[src/rtl/imem_prog_loader_if.sv]
// Stream-in handshake and imem write bus for the program loader.
// master = host/imem side, slave = loader.
interface imem_prog_loader_if #(
   parameter int ADDR_WIDTH = 10,
   parameter int DATA_WIDTH = 32
);
   logic                  in_valid;
   logic [DATA_WIDTH-1:0] in_data;
   logic                  in_ready;
   logic                  mem_we;
   logic [ADDR_WIDTH-1:0] mem_addr;
   logic [DATA_WIDTH-1:0] mem_wdata;

   modport master (
      output in_valid, in_data,
      input  in_ready, mem_we, mem_addr, mem_wdata
   );

   modport slave (
      input  in_valid, in_data,
      output in_ready, mem_we, mem_addr, mem_wdata
   );
endinterface

[src/rtl/imem_prog_loader.sv]
// Instruction-memory program loader: streams words into consecutive imem addresses,
// holds the core in reset until the final write has landed, and keeps an additive checksum.
module imem_prog_loader #(
   parameter int                  ADDR_WIDTH = 10,
   parameter int                  DATA_WIDTH = 32,
   parameter logic [ADDR_WIDTH-1:0] BASE_ADDR = '0
) (
   input  logic                  clock,
   input  logic                  reset,
   input  logic                  start,
   input  logic [ADDR_WIDTH:0]   length,
   imem_prog_loader_if.slave     bus,
   output logic                  cpu_reset,
   output logic                  busy,
   output logic                  done,
   output logic                  error,
   output logic [DATA_WIDTH-1:0] checksum
);
   typedef enum logic [1:0] {IDLE, LOAD, FLUSH, RUN} state_t;

   localparam logic [ADDR_WIDTH:0] DEPTH   = {1'b1, {ADDR_WIDTH{1'b0}}};
   localparam logic [ADDR_WIDTH:0] MAX_LEN = DEPTH - {1'b0, BASE_ADDR};
   localparam logic [ADDR_WIDTH:0] CNT_ONE = {{ADDR_WIDTH{1'b0}}, 1'b1};

   state_t              state;
   logic [ADDR_WIDTH:0] count;
   logic [ADDR_WIDTH:0] len;
   logic                handshake;
   logic                last_word;
   logic                start_ok;

   always_comb begin
      bus.in_ready = (state == LOAD);
      busy         = (state == LOAD) || (state == FLUSH);
      handshake    = bus.in_valid && (state == LOAD);
      last_word    = (count == len - CNT_ONE);
      // Upper bound keeps BASE_ADDR + count inside the address space, so no wrap is possible.
      start_ok     = (length != '0) && (length <= MAX_LEN);
   end

   always_ff @(posedge clock) begin
      if (reset) begin
         state         <= IDLE;
         bus.mem_we    <= 1'b0;
         bus.mem_addr  <= BASE_ADDR;
         bus.mem_wdata <= '0;
         cpu_reset     <= 1'b1;
         done          <= 1'b0;
         error         <= 1'b0;
         checksum      <= '0;
         count         <= '0;
         len           <= '0;
      end else begin
         done       <= 1'b0;
         error      <= 1'b0;
         bus.mem_we <= 1'b0;
         case (state)
            IDLE, RUN: begin
               if (start) begin
                  if (start_ok) begin
                     state     <= LOAD;
                     cpu_reset <= 1'b1;
                     count     <= '0;
                     checksum  <= '0;
                     len       <= length;
                  end else begin
                     error <= 1'b1;
                  end
               end
            end
            LOAD: begin
               if (handshake) begin
                  bus.mem_we    <= 1'b1;
                  bus.mem_addr  <= BASE_ADDR + count[ADDR_WIDTH-1:0];
                  bus.mem_wdata <= bus.in_data;
                  checksum      <= checksum + bus.in_data;
                  count         <= count + CNT_ONE;
                  if (last_word) state <= FLUSH;
               end
            end
            // Final write is on the bus this cycle; the core is released only after it commits.
            FLUSH: begin
               state     <= RUN;
               cpu_reset <= 1'b0;
               done      <= 1'b1;
            end
            default: state <= IDLE;
         endcase
      end
   end
endmodule
[src/flat_wrapper.sv]
// flat-port wrapper written by rule: the top's interface ports become plain ports
module imem_prog_loader_flat 
#(
   parameter int                  ADDR_WIDTH = 10,
   parameter int                  DATA_WIDTH = 32,
   parameter logic [ADDR_WIDTH-1:0] BASE_ADDR = '0
)
  (clock, reset, start, length, cpu_reset, busy, done, error, checksum, bus_in_valid, bus_in_data, bus_in_ready, bus_mem_we, bus_mem_addr, bus_mem_wdata);
  imem_prog_loader_if #(.ADDR_WIDTH(ADDR_WIDTH), .DATA_WIDTH(DATA_WIDTH)) bus_i ();
  input  logic clock;
  input  logic reset;
  input  logic start;
  input  logic [ADDR_WIDTH:0] length;
  output logic cpu_reset;
  output logic busy;
  output logic done;
  output logic error;
  output logic [DATA_WIDTH-1:0] checksum;
  input wire logic [$bits(bus_i.in_valid)-1:0] bus_in_valid;
  input wire logic [$bits(bus_i.in_data)-1:0] bus_in_data;
  output wire logic [$bits(bus_i.in_ready)-1:0] bus_in_ready;
  output wire logic [$bits(bus_i.mem_we)-1:0] bus_mem_we;
  output wire logic [$bits(bus_i.mem_addr)-1:0] bus_mem_addr;
  output wire logic [$bits(bus_i.mem_wdata)-1:0] bus_mem_wdata;
  assign bus_i.in_valid = bus_in_valid;
  assign bus_i.in_data = bus_in_data;
  assign bus_in_ready = bus_i.in_ready;
  assign bus_mem_we = bus_i.mem_we;
  assign bus_mem_addr = bus_i.mem_addr;
  assign bus_mem_wdata = bus_i.mem_wdata;
  imem_prog_loader #(.ADDR_WIDTH(ADDR_WIDTH), .DATA_WIDTH(DATA_WIDTH), .BASE_ADDR(BASE_ADDR)) u_core (.clock(clock), .reset(reset), .start(start), .length(length), .bus(bus_i), .cpu_reset(cpu_reset), .busy(busy), .done(done), .error(error), .checksum(checksum));
endmodule
[config.mk]
export PLATFORM = sky130hd
export DESIGN_NAME = imem_prog_loader_flat
export DESIGN_NICKNAME = d
export VERILOG_FILES = /design/src/rtl/imem_prog_loader_if.sv /design/src/rtl/imem_prog_loader.sv /design/src/flat_wrapper.sv
export SDC_FILE = /design/constraint.sdc
export NUM_CORES = 1
export LEC_CHECK = 0
export ABC_AREA = 1
export ABC_CLOCK_PERIOD_IN_PS = 2700
export CAP_MARGIN = 10
export CORE_ASPECT_RATIO = 0.7
export CORE_MARGIN = 2
export CORE_UTILIZATION = 23
export CTS_CLUSTER_SIZE = 30
export DETAILED_ROUTE_END_ITERATION = 6
export PLACE_DENSITY = 0.49
export SLEW_MARGIN = 15
export SYNTH_ARGS = -nofsm -noshare
export SYNTH_HDL_FRONTEND = slang
export SYNTH_SLANG_ARGS = --single-unit
[constraint.sdc]
create_clock -name clock -period 2.7 [get_ports clock]
set_input_delay 0.81 -clock clock [delete_from_list [all_inputs] [get_ports clock]]
set_output_delay 0.81 -clock clock [all_outputs]
set_load 0.02 [all_outputs]
# Yosys cells after proc, flatten, opt, wreduce, memory -nomap -nowiden

Cells that the tools add are included.

Order comparisons: 1
Equal/unequal tests: 8
Add/sub/neg operators: 3
Reductions and logical operators: 15
Multiplexer cells: 19
Bitwise operators: 3

Operators by type and width:

| operator                                                                 | count |
|---|---|
| 32-bit two-way mux                                                       | 3 |
| 32-bit case mux with 2 select lines                                      | 1 |
| 11-bit two-way mux                                                       | 3 |
| 32-bit adder                                                             | 1 |
| 11-bit case mux with 2 select lines                                      | 1 |
| 11-bit by 1-bit adder with 11-bit output (second input constant)         | 1 |
| 11-bit == test                                                           | 1 |
| 11-bit <= comparator (second input constant)                             | 1 |
| 11-bit nonzero test                                                      | 1 |
| 11-bit by 1-bit subtractor with 11-bit output (second input constant)    | 1 |
| 2-bit two-way mux                                                        | 4 |
| 4-bit AND reduction                                                      | 2 |
| 2-bit by 1-bit inequality test with 1-bit output (second input constant) | 3 |
| 2-bit case mux with 3 select lines                                       | 1 |
| 3-bit AND reduction                                                      | 2 |
| 1-bit two-way mux                                                        | 5 |
| 2-bit == test (second input constant)                                    | 2 |
| 2-bit nonzero test                                                       | 2 |
| 2-bit OR reduction                                                       | 2 |
| 1-bit inverter                                                           | 3 |
| 3-bit OR reduction                                                       | 1 |
| 2-bit by 1-bit == test with 1-bit output (second input constant)         | 1 |
| 1-bit logical AND                                                        | 2 |
| 2-bit zero test                                                          | 1 |
| other kinds (4)                                                          | 4 |

Logic and storage cells: 59
Output and inout port bits: 80
Bits in registers: 102
Input bits: 47

# Longest topological paths before layout

Gate-level depths: netlist of the first run.

Word-level depth: 5
Depth in mapped cells: 14
Gate-level depth less buffers: 14

# Worst setup path after synthesis of the first run

OpenSTA, ideal clock, no wires.

Path kind: input to register
Start point: in bus_in_data[0]
End point: reg u_core.checksum[28]
Data required time: 2.558 ns
Path slack: 0.370 ns
Stages on the path: 11
Arrival: 2.188 ns
Library setup time: 0.142 ns
Path buffers: 0
Cell sequence: ha_1 fa_1 nand2_1 nand2_1 and2_1 nand3_1 nand3_1 nand2_1 nand3_1 nand3_2 a21oi_2

Cells in the longest elaborated chain, start to end: 3

RTL lines:

| item                                | line                   | RTL |
|---|---|---|
| start, declared                     | flat_wrapper.sv:20     | `input wire logic [$bits(bus_i.in_data)-1:0] bus_in_data;` |
| 32-bit adder                        | imem_prog_loader.sv:76 | `checksum <= checksum + bus.in_data;` |
| 32-bit two-way mux                  | imem_prog_loader.sv:72 | `if (handshake) begin` |
| 32-bit case mux with 2 select lines | imem_prog_loader.sv:57 | `case (state)` |
| end signal, assigned                | imem_prog_loader.sv:76 |  |
| end, declared                       | imem_prog_loader.sv:17 | `output logic [DATA_WIDTH-1:0] checksum` |

Every way passes these cells. The select of a mux whose other input is x is not followed.
A chain may end at the register's enable or synchronous reset.

# Final worst setup path of the first run

Start point: in bus_in_data[19]
End point: reg u_core.checksum[30]

Same word-level chain as after synthesis.

==> results.json, run 1 <==
{
  "path_clk_slew_ns": 0.08,
  "worstPathArrival_ns": 2.83,
  "cts_tree": "built",
  "synth_area_per_cell_um2": 6.55,
  "hold_viol": 0,
  "critPathLaunch": "bus_in_data[19]",
  "async_flop_share_pct": 0,
  "die_x_um": 207,
  "r2r_start": "u_core.checksum[19]",
  "required_ns": 2.94,
  "combPwrFrac_pct": 45.7,
  "io_buffer_count": 126,
  "worst_slew_pin_slew_ns": 0.491,
  "crit_path_start_kind": "primary input",
  "layout_commonest_cell": "nand2_1",
  "synthesis.area_mm2": 0.00662,
  "antenna_cells": 0,
  "fin_crit_ns": 2.58,
  "synth_cells": 1011,
  "hold_depth": 2,
  "drv_cap": 0,
  "antenna_found_initial": 0,
  "fmax_mhz": 387,
  "final_nets": 1285,
  "first_pass_iters": 4,
  "register_area_mm2": 0.00204,
  "ioPinCount": 127,
  "totalWireLength_um": 22800,
  "cts.sinks": 102,
  "rr_endpoint": "u_core.checksum[30]",
  "vias": 6874,
  "layout_setup_ws_ns": 0.118,
  "multi_input_area_mm2": 0.00403,
  "setup-violations-final": 0,
  "grt_usage_pct": 15.4,
  "power_switching_w": 0.00251,
  "whs_endpoint": "u_core.checksum[6]",
  "grt_pass1_vias": 6603,
  "drtIter0Drc": 368,
  "yosys.cell_types.count": 45,
  "period_share_pct": 95.6,
  "drtAntennaViolNets": 0,
  "p_int_w": 0.00369,
  "critPathMaxStageDelay_ns": 0.49,
  "yosys_most_used_dff": "dfxtp_1",
  "vdd_ir_drop_max_mv": 0.313,
  "yosysSeqAreaShare_pct": 30.8,
  "hold_path.class": "flop to flop",
  "clock_path_buffers": 2,
  "pre_cts_ws_ns": -0.355,
  "slew_violations": 0,
  "end_kind": "flop",
  "drive_gt1_share_pct": 13.8,
  "hold_ws_ns": 0.484,
  "avgViaCountPerCell": 4.36,
  "clk_latency_ns": 0.37,
  "dieArea_mm2": 0.0302,
  "path_cells": "clkdlybuf4s50_1 > ha_1 > a21oi_1 > inv_1 > buf_4 > nand2_1 > nand3_1 > a21oi_1 > nand3_1 > nand3_2 > a21oi_2",
  "powerDensity_mw_per_mm2": 670,
  "r2r_slack_ns": 0.64,
  "rows": 51,
  "post-dp-hpwl_um": 17800,
  "fillers": 3079,
  "fin_setup_tns_ns": 0,
  "p_leak_nw": 4.10,
  "grt_pass1_wl_um": 36300,
  "hp-start": "u_core.checksum[6]",
  "crit_type": "primary input to flop",
  "fin_util_pct": 32.9,
  "r2r.worst_path.cells": 10,
  "layout_common_cells": "nand2_1 (274), nor2_1 (144), clkdlybuf4s50_1 (124)",
  "max-slew-margin-rel_pct": 67.3,
  "die_h_um": 146,
  "gr-total-overflow": 0,
  "wl_per_cell_um": 14.5,
  "skew_ns": 0.00730,
  "grt_max_degree": 40,
  "synth_edf_count": 0,
  "critical_path.slowest_cell": "clkdlybuf4s50_1",
  "htree_levels": 3,
  "p_clk_share_pct": 23.5,
  "area_growth_pct": 39.7,
  "synth-seq-cells": 102,
  "status": "finished clean",
  "synth_fp_nets": 1095,
  "swShare_pct": 40.4,
  "start_util_pct": 23.6,
  "root_buffer": "clkbuf_16",
  "core_mm2": 0.0281,
  "ys_warn_count": 0,
  "cts-hold-fix-buffers": 0,
  "cp_max_fo": 4,
  "cts_made_buffers": 9,
  "sequentialPowerShare_pct": 30.7,
  "gp_congestion": 0.854,
  "drc": 0
}
through the flow:
| step | area, µm² | cells | total power [W] |
|---|---|---|---|
| after floorplan | 6620 | 1011 | 0.00357 |
| after global placement | 8880 | 1561 | 0.00478 |
| after detailed placement | 8880 | 1561 | 0.00479 |
| after CTS | 9190 | 1577 | 0.00628 |
| after global routing | 9250 | 1577 | 0.00663 |
| final | 9250 | 1577 | 0.00619 |
area by class of cell:
class | instances | area share, %
clock inverters | 7 | 0.933
multi-input cells | 769 | 43.6
repair buffers | 212 | 21.6
well taps | 371 | 5.02
flip-flops and latches | 102 | 22.1
inverters | 107 | 4.34
clock buffers | 9 | 2.44
per-layer routing:
metal  vias up  global-route usage (%)  wire length (µm)
met5         -                       0                 0
met2       113                    23.5              9640
met1      3124                    22.3             12000
li1       3623                       -                 -
met3        14                    3.40               932
met4         0                    2.73               185
how the worst max path moves through the flow:
stage | endpoint | slack, ns
after CTS | u_core.checksum[30] | 0.03
after floorplan | u_core.checksum[28] | 0.37
final | u_core.checksum[30] | 0.12
after global placement | u_core.checksum[28] | -0.33
after global routing | u_core.checksum[24] | -0.0004
after detailed placement | u_core.checksum[30] | -0.36
synth_stat cells, types with 5 or more instances:
cell,instances,share of area (%)
nand2_1,279,16
a21oi_2,18,2.4
clkbuf_1,18,1.0
nor2_1,145,8.2
nand4_1,8,0.76
nand3_1,52,3.9
dfxtp_1,102,31
ha_1,36,6.8
nand3b_1,11,1.2
xor2_1,22,2.9
nor3_1,8,0.60
buf_2,5,0.38
o21ai_0,65,4.9
nand3_2,15,2.3
inv_1,105,6.0
a21oi_1,74,5.6
what timing repair did:
item | 4_1_cts | 5_1_grt
gates resized for setup | 1 | 16
setup endpoints to repair | 1 | 10
buffers inserted | 0 | 0
pin swaps | 0 | 0
sequential cells by signal (all words and copies together) (netlist names):
| signal | cells |
|---|---|
| u_core.len | 11 |
| u_core.bus.mem_addr | 10 |
| u_core.bus.mem_we | 1 |
| u_core.state | 2 |
| u_core.bus.mem_wdata | 32 |
| u_core.error | 1 |
| u_core.checksum | 32 |
| u_core.cpu_reset | 1 |
| u_core.count | 11 |
| u_core.done | 1 |
cells by family (layout without fill, tap and decap cells):
kind of cell | after synthesis | after routing | share of synthesized area [%]
simple gates | 540 | 540 | 35.4
fa+ha+maj | 37 | 37 | 7.11
compound gates | 166 | 166 | 14.0
buf+inv | 140 | 335 | 9.15
flops | 102 | 102 | 30.8
xor+xnor | 26 | 26 | 3.44
power by group through the flow:
| stage | sequential [W] | clock, W | combinational [W] |
|---|---|---|---|
| finish | 0.00190 | 0.00146 | 0.00283 |
| global route | 0.00194 | 0.00156 | 0.00313 |
| CTS | 0.00191 | 0.00152 | 0.00285 |
| detailed placement | 0.00194 | 0 | 0.00285 |
| global placement | 0.00194 | 0 | 0.00284 |
| floorplan | 0.00214 | 0 | 0.00143 |
worst max-delay path, delay by kind of cell:
family,cells,cell delay [ns]
simple gates,4,0.45
compound gates,3,0.49
buf+inv,3,0.70
fa+ha+maj,1,0.39
Note: power is estimated with default switching activity, not from simulation.
==> run 2: changes to the inputs <==
--- a/config.mk
+++ b/config.mk
@@ -11,6 +11,7 @@
 export CORE_ASPECT_RATIO = 0.7
 export CORE_MARGIN = 2
 export CORE_UTILIZATION = 23
+export CTS_BUF_LIST = sky130_fd_sc_hd__clkbuf_8
 export CTS_CLUSTER_SIZE = 30
 export DETAILED_ROUTE_END_ITERATION = 6
 export PLACE_DENSITY = 0.49
==> run 2 against run 1 <==
Non-clock buffer count did not move. Cell count did not move. Register-to-register slack improved by 0.02 ns. Sequential share of layout area rose by 0.35 points. Final area fell by 1.5%. Total power fell by 5.6%. Worst setup slack improved by 0.023 ns. Sequential power barely moved.
==> results.json, run 2 (same netlist as run 1, synthesis figures left out) <==
{
  "htree_levels": 3,
  "cts_setup_buffers": 0,
  "totalWireLength_um": 22700,
  "hold_path.class": "flop to flop",
  "root_buffer": "clkbuf_8",
  "cp_max_fo": 4,
  "use_met2_pct": 23.5,
  "cts.sinks": 102,
  "drive_gt1_share_pct": 12.9,
  "hold_viol": 0,
  "post-dp-hpwl_um": 17800,
  "grt_busiest_layer": "met2",
  "clock_path_buffers": 2,
  "area_growth_pct": 37.5,
  "hold_depth": 2,
  "layout_common_cells": "nand2_1 (278), nor2_1 (145), clkdlybuf4s50_1 (124)",
  "die_h_um": 146,
  "clk_latency_ns": 0.41,
  "worstPathArrival_ns": 1.75,
  "use_met1_pct": 22.3,
  "grt_usage_pct": 15.4,
  "rsz0062_at_grt": "yes",
  "skew_ns": 0.0161,
  "grt.met3_usage_pct": 3.38,
  "core_mm2": 0.0281,
  "antenna_cells": 0,
  "start_util_pct": 23.6,
  "post_dp_cell_area_mm2": 0.00888,
  "end_kind": "output port",
  "crit_path_start_kind": "flop",
  "fin_area_mm2": 0.00911,
  "fmax_mhz": 391,
  "status": "finished clean",
  "drtAntennaViolNets": 0,
  "slew_violations": 0,
  "first_pass_iters": 5,
  "r2r.worst_path.cells": 11,
  "grt_pass1_wl_um": 36300,
  "grt_max_degree": 40,
  "setup-violations-final": 0,
  "final_nets": 1285,
  "layout_commonest_cell": "nand2_1",
  "crit_type": "flop to output port",
  "powerDensity_mw_per_mm2": 642,
  "drtIter0Drc": 345,
  "cts-hold-fix-buffers": 0,
  "path_clk_slew_ns": 0.12,
  "fin_crit_ns": 2.56,
  "cts_tree": "built",
  "period_share_pct": 94.8,
  "io_buffer_count": 126,
  "gr-total-overflow": 0,
  "fin_util_pct": 32.4,
  "wl_per_cell_um": 14.4,
  "cts_made_buffers": 9,
  "worst_slew_pin_slew_ns": 0.491,
  "drc": 0,
  "vias": 6849,
  "vdd_ir_drop_max_mv": 0.256,
  "antenna_found_initial": 0,
  "grt_pass1_vias": 6602,
  "avgViaCountPerCell": 4.34,
  "drv_cap": 0,
  "fin_setup_tns_ns": 0,
  "die_x_um": 207,
  "required_ns": 1.89,
  "power_w": 0.00585,
  "dieArea_mm2": 0.0302,
  "max-slew-margin-rel_pct": 67.3,
  "ioPinCount": 127,
  "largestRegisters": "u_core.bus.mem_wdata x32, u_core.checksum x32",
  "rows": 51,
  "gp_congestion": 0.854,
  "p_leak_nw": 4.05
}
==> run 2: changes by cell type in the layout (fill, tap and decap cells not counted), moves of 3 or more <==
| cell | change |
|---|---|
| clkbuf_16 | -9 |
| clkbuf_8 | +9 |
| nand2_1 | +4 |
| nand2_2 | -4 |
| a21oi_1 | +3 |
| a21oi_2 | -3 |
==> run 2: layer usage <==
| layer | up-vias | wire (µm) |
|---|---|---|
| li1 | 3629 | - |
| met1 | 3095 | 12100 |
| met2 | 112 | 9580 |
| met3 | 13 | 923 |
| met4 | 0 | 183 |
| met5 | - | 0 |
==> run 2: timing repair <==
item | 4_1_cts | 5_1_grt
resized for setup | 1 | 7
hold endpoints to repair | 0 | 0
endpoints found under the setup margin | 1 | 7
==> run 2: worst paths after layout <==
| path | start | endpoint | slack [ns] |
|---|---|---|---|
| worst min-delay path | u_core.checksum[6] | u_core.checksum[6] | 0.49 |
| worst max register to register | u_core.checksum[19] | u_core.checksum[30] | 0.66 |
| worst max-delay path | u_core.state[0] | bus_in_ready | 0.14 |
| worst min register to register | u_core.checksum[6] | u_core.checksum[6] | 0.49 |
==> run 2: cell type report <==
class	instances	area, µm²
Sequential cell	102	2040
Clock buffer	9	124
Clock inverter	7	86.3
Multi-Input combinational cell	769	3990
Tap cell	371	464
Timing Repair Buffer	212	2000
Inverter	107	402
Fill cell	3096	19000
==> run 2: power by group <==
group | internal, W | leakage, nW | switching, W
combinational | 0.00120 | 3.12 | 0.00162
sequential | 0.00174 | 0.829 | 0.000162
clock | 0.000451 | 0.104 | 0.000671
total | 0.00339 | 4.05 | 0.00246
==> run 2: critical path, cell delays in order (launching register included) <==
cell and delay, ns:
dfxtp_1 0.41, ha_1 0.28, clkdlybuf4s50_1 0.66
==> run 2: through the flow <==
step,cells,hold WS (ns),setup WS (ns)
5_1_grt,1577,0.512,-0.00681
6_report,1577,0.489,0.140
3_3_place_gp,1561,0.464,-0.331
2_1_floorplan,1011,0.452,0.370
4_1_cts,1577,0.494,0.0541
3_5_place_dp,1561,0.472,-0.355
